===== config.mk =====
export PLATFORM = sky130hd
export DESIGN_NAME = imm_gen_pipe
export DESIGN_NICKNAME = d
export VERILOG_FILES = /design/src/rtl/imm_gen_pipe.sv
export SDC_FILE = /design/constraint.sdc
export NUM_CORES = 1
export LEC_CHECK = 0
export CORE_MARGIN = 2
export CORE_UTILIZATION = 25
export DETAILED_ROUTE_END_ITERATION = 10
export PLACE_DENSITY = 0.46
export SYNTH_ARGS = -nofsm -noshare
export SYNTH_HDL_FRONTEND = slang
export SYNTH_SLANG_ARGS = --single-unit

===== constraint.sdc =====
create_clock -name clk -period 1.69 [get_ports clk]
set_input_delay 0.169 -clock clk [delete_from_list [all_inputs] [get_ports clk]]
set_output_delay 0.169 -clock clk [all_outputs]
set_load 0.03 [all_outputs]

===== src/rtl/imm_gen_pipe.sv =====
// imm_gen_pipe: registered RISC-V immediate generator with valid/ready handshake and 2-entry skid buffer
module imm_gen_pipe #(
  parameter int XLEN  = 32,
  parameter int TAG_W = 32
) (
  input  logic             clk,
  input  logic             rst_n,
  input  logic             in_valid,
  output logic             in_ready,
  input  logic [31:0]      in_instr,
  input  logic [2:0]       in_imm_src,
  input  logic [TAG_W-1:0] in_tag,
  output logic             out_valid,
  input  logic             out_ready,
  output logic [XLEN-1:0]  out_imm,
  output logic [TAG_W-1:0] out_tag,
  output logic             out_illegal
);
  logic [31:0]      imm32;
  logic [5:0]       shamt;
  logic [XLEN-1:0]  sext;
  logic [XLEN-1:0]  new_imm;
  logic             new_ill;
  logic             or_v, sk_v, sk_ill;
  logic [XLEN-1:0]  sk_imm;
  logic [TAG_W-1:0] sk_tag;
  logic             accept, retire;
  // decode the selected format into a full-width immediate before it is stored
  always_comb begin
    imm32   = in_imm_src == 3'd0 ? {{20{in_instr[31]}}, in_instr[31:20]} :
              in_imm_src == 3'd1 ? {in_instr[31:12], 12'b0} :
              in_imm_src == 3'd2 ? {{20{in_instr[31]}}, in_instr[31:25], in_instr[11:7]} :
              in_imm_src == 3'd3 ? {{20{in_instr[31]}}, in_instr[7], in_instr[30:25], in_instr[11:8], 1'b0} :
                                   {{12{in_instr[31]}}, in_instr[19:12], in_instr[20], in_instr[30:21], 1'b0};
    shamt   = XLEN == 64 ? in_instr[25:20] : {1'b0, in_instr[24:20]};
    sext    = XLEN'($signed(imm32));
    new_ill = in_imm_src == 3'd7;
    new_imm = in_imm_src == 3'd5 ? XLEN'(shamt) :
              in_imm_src == 3'd6 ? XLEN'(in_instr[19:15]) :
              new_ill            ? '0 : sext;
  end
  assign in_ready  = !sk_v;
  assign out_valid = or_v;
  assign accept    = in_valid && in_ready;
  assign retire    = or_v && out_ready;
  // output register fills directly when free, otherwise the skid slot absorbs one entry
  always_ff @(posedge clk) begin
    if (!rst_n) begin
      or_v        <= 1'b0;
      sk_v        <= 1'b0;
      out_imm     <= '0;
      out_tag     <= '0;
      out_illegal <= 1'b0;
      sk_imm      <= '0;
      sk_tag      <= '0;
      sk_ill      <= 1'b0;
    end else if (accept && (!or_v || retire)) begin
      or_v        <= 1'b1;
      out_imm     <= new_imm;
      out_tag     <= in_tag;
      out_illegal <= new_ill;
    end else if (accept) begin
      sk_v   <= 1'b1;
      sk_imm <= new_imm;
      sk_tag <= in_tag;
      sk_ill <= new_ill;
    end else if (retire && sk_v) begin
      sk_v        <= 1'b0;
      out_imm     <= sk_imm;
      out_tag     <= sk_tag;
      out_illegal <= sk_ill;
    end else if (retire) begin
      or_v <= 1'b0;
    end
  end
endmodule


==> flow_metrics.tcl <==
set metrics [dict create \
    synth_flop_cell "dfxtp_1" \
    hold-worst-slack_ns 0.2540 \
    routed_wl_um 16690 \
    grt_pass1_vias 4928 \
    cpMaxStageDelayCell "clkdlybuf4s50_1" \
    cts_hold_buf 0 \
    place_area_um2 7103 \
    cts_tree "done" \
    final_util_pct 37.41 \
    synth_top_cell_by_area "dfxtp_1" \
    synth-edff-count 0 \
    layout.nets 814 \
    max-slew-margin-rel_pct 53.71 \
    startpoint "out_imm[11]$_SDFFE_PN0P_" \
    path_delay_family "buffers and inverters" \
    cp_data_required_time_ns 1.52 \
    rsz0062_at_grt "no" \
    cts-buffers-inserted 17 \
    die_h_um 149.5 \
    min_from "rst_n" \
    fin_tns_setup_ns 0 \
    yosys.area_share.simple_pct 15.22 \
    dr_wl_met2_um 8147 \
    path_clk_slew_ns 0.06 \
    async_reset_ff_share_pct 0 \
    clock_path_buffers 2 \
    fin_cells 1031 \
    gp_congestion 0.8091 \
    seqPwrFrac_pct 37.7 \
    antennaDiodeCount 0 \
    synth_top_cell_area_share_pct 49.93 \
    wl_met3_um 799 \
    max_stage_delay_ns 0.69 \
    grt_pass1_wl_um 26120 \
    critPathBufInv 1 \
    drive_above_1_share_pct 13.49 \
    synth.most_common_cell "dfxtp_1" \
    reg2reg_depth 6 \
    postRouteAntennaNets 0 \
    met1_length_um 7332 \
    setup_violations 0 \
    timing.final.crit_share_pct 97.40 \
    cts-htree-levels 4 \
    synth.distinct_cells 41 \
    die-area_um2 22350 \
    switching_share_pct 24.53 \
    firstDrtPassIters 5 \
    antenna_found_initial 0 \
    synth_fa_ha_area_share_pct 0 \
    path_class "reg2out" \
    drt_iter0_markers 258 \
    vias 5057 \
    final_max_slew_viol_count 0 \
    maxCapViolCount 0 \
    hold_class "in2reg" \
    core-area_um2 20890 \
    grt_overflow 0 \
    synthCells 605 \
    start_kind "flip-flop" \
    p_sw_uw 2174 \
    worstPathArrival_ns 1.48 \
    hold_depth 4 \
    grt_max_degree 65 \
    wire_per_inst_um 16.19 \
    hold_viol 0 \
    drc 0 \
    yosys_warnings 0 \
    p_comb_share_pct 13.6 \
    viasPerCell 4.905 \
    netlist_area_um2 5293 \
    syn-mean-instance-area_um2 8.748 \
    ioPinCount 138 \
    end_kind "output pin" \
    synth_top_family_by_area "compound AO/OA/AOI/OAI gates" \
    grt_use_total_pct 15.11 \
    fmax_ghz 0.6075 \
    min_period_ns 1.646 \
    crit_fanout 2 \
    cts_sinks 132 \
    fin_area_um2 7815 \
    post-place-cells 999 \
    yosys-top-cells-count "dfxtp_1, a21oi_1, nand2_1" \
    start_util_pct 25.34 \
    synth_nets 676 \
    synth_compound_area_share_pct 27.68 \
    die_x_um 149.5 \
    synth_area_leaders "dfxtp_1, a21oi_1, nand2_1, a22oi_1, nand3_1" \
    intPower_uw 6687 \
    run_status "complete, no violations" \
    cellPowerDensity_nw_per_um2 1134 \
    io_buffer_count 130 \
    synth_xor_area_share_pct 0 \
    r2r_start "out_valid$_SDFFE_PN0P_" \
    path_depth 1 \
    ys_ff_latch 132 \
    seq_area_frac_synth_pct 49.93 \
    power.leakage_uw 0.002923 \
    worstPathCellList "clkdlybuf4s50_1" \
    fp-row-count 53 \
    worst_pin_slew_ns 0.6944 \
    topRoutingLayerUsed "met4" \
    ir_drop_mv 0.5048 \
    synthMuxAreaShare_pct 1.537 \
    dpl.hpwl_um 11400 \
    insertion_delay_ns 0.43 \
    root_buffer "clkbuf_16" \
    pwr-share-clk_pct 48.6 \
    syn_to_final_growth_pct 47.66 \
    finalClockSkew_ns 0.008866 \
]
==> per-stage QoR <==
step	power (µW)	setup slack, ns
2_1_floorplan	4017	0.08610
5_1_grt	9207	0.003272
6_report	8861	0.04395
3_5_place_dp	4627	-0.1500
3_3_place_gp	4610	-0.1004
4_1_cts	8977	0.002681
==> cells in the final DEF, fill, tap and decap left out, types with 3 or more instances in the layout <==
cell             netlist  layout
a221o_1                6       6
dlygate4sd2_1          0       3
bufinv_16              0       6
clkbuf_16              0      17
buf_12                 0       9
nand2_1              101     101
a31oi_1               13      13
clkinv_4               0       4
o221ai_1               3       3
inv_1                  4       4
dfxtp_1              132     132
nor2_1                10       9
buf_4                  4      35
mux2i_1                7       7
a22oi_1               42      42
a21oi_1              106     106
and3_1                 7       6
o22ai_1                5       5
o21ai_0               29      29
o211ai_2              15      15
nand3_1               40      40
o21a_1                 5       5
dlymetal6s2s_1         0       8
clkdlybuf4s50_1        0     118
clkbuf_8               0       3
==> per-layer routing <==
| metal | track usage (%) | up-vias |
|---|---|---|
| li1 | - | 2464 |
| met1 | 19.12 | 2429 |
| met2 | 24.47 | 131 |
| met3 | 3.750 | 33 |
| met4 | 6.429 | 0 |
| met5 | 0 | - |
==> timing repair <==
item / in CTS / in global routing
gates resized for setup: 3 / 9
setup buffers: 0 / 0
endpoints found under the setup margin: 3 / 13
==> final timing paths <==
check / to / slack, ns
setup / recovery: out_imm[11] / 0.04
hold reg to reg: out_tag[0]$_SDFFE_PN0P_ / 0.45
hold / removal: sk_tag[20]$_SDFFE_PN0P_ / 0.25
setup reg to reg: sk_imm[2]$_SDFFE_PN0P_ / 0.15
==> power groups by stage <==
stage          Sequential, µW  Clock [µW]  Combinational [µW]
3_5_place_dp             3410           0                1220
5_1_grt                  3360        4550                1300
6_report                 3340        4310                1210
3_3_place_gp             3410           0                1200
4_1_cts                  3350        4410                1220
2_1_floorplan            3580           0                 440
==> sequential cells by signal, indices dropped and copies added, names as in the netlist <==
| signal | flops |
|---|---|
| sk_ill | 1 |
| out_illegal | 1 |
| sk_v | 1 |
| out_tag | 32 |
| out_imm | 32 |
| out_valid | 1 |
| sk_imm | 32 |
| sk_tag | 32 |
==> cell type report <==
cell class,count,area (µm²)
Sequential cell,132,2643
Fill cell,2086,13070
Multi-Input combinational cell,413,2361
Tap cell,275,344.1
Clock buffer,21,470.5
Timing Repair Buffer,174,1755
Clock inverter,11,222.7
Inverter,5,18.77
==> cell families after synthesis <==
logic type	Yosys count
buf+inv	60
mux	8
flops	132
simple gates	175
compound gates	230
Power figures use the tool's default switching activity.
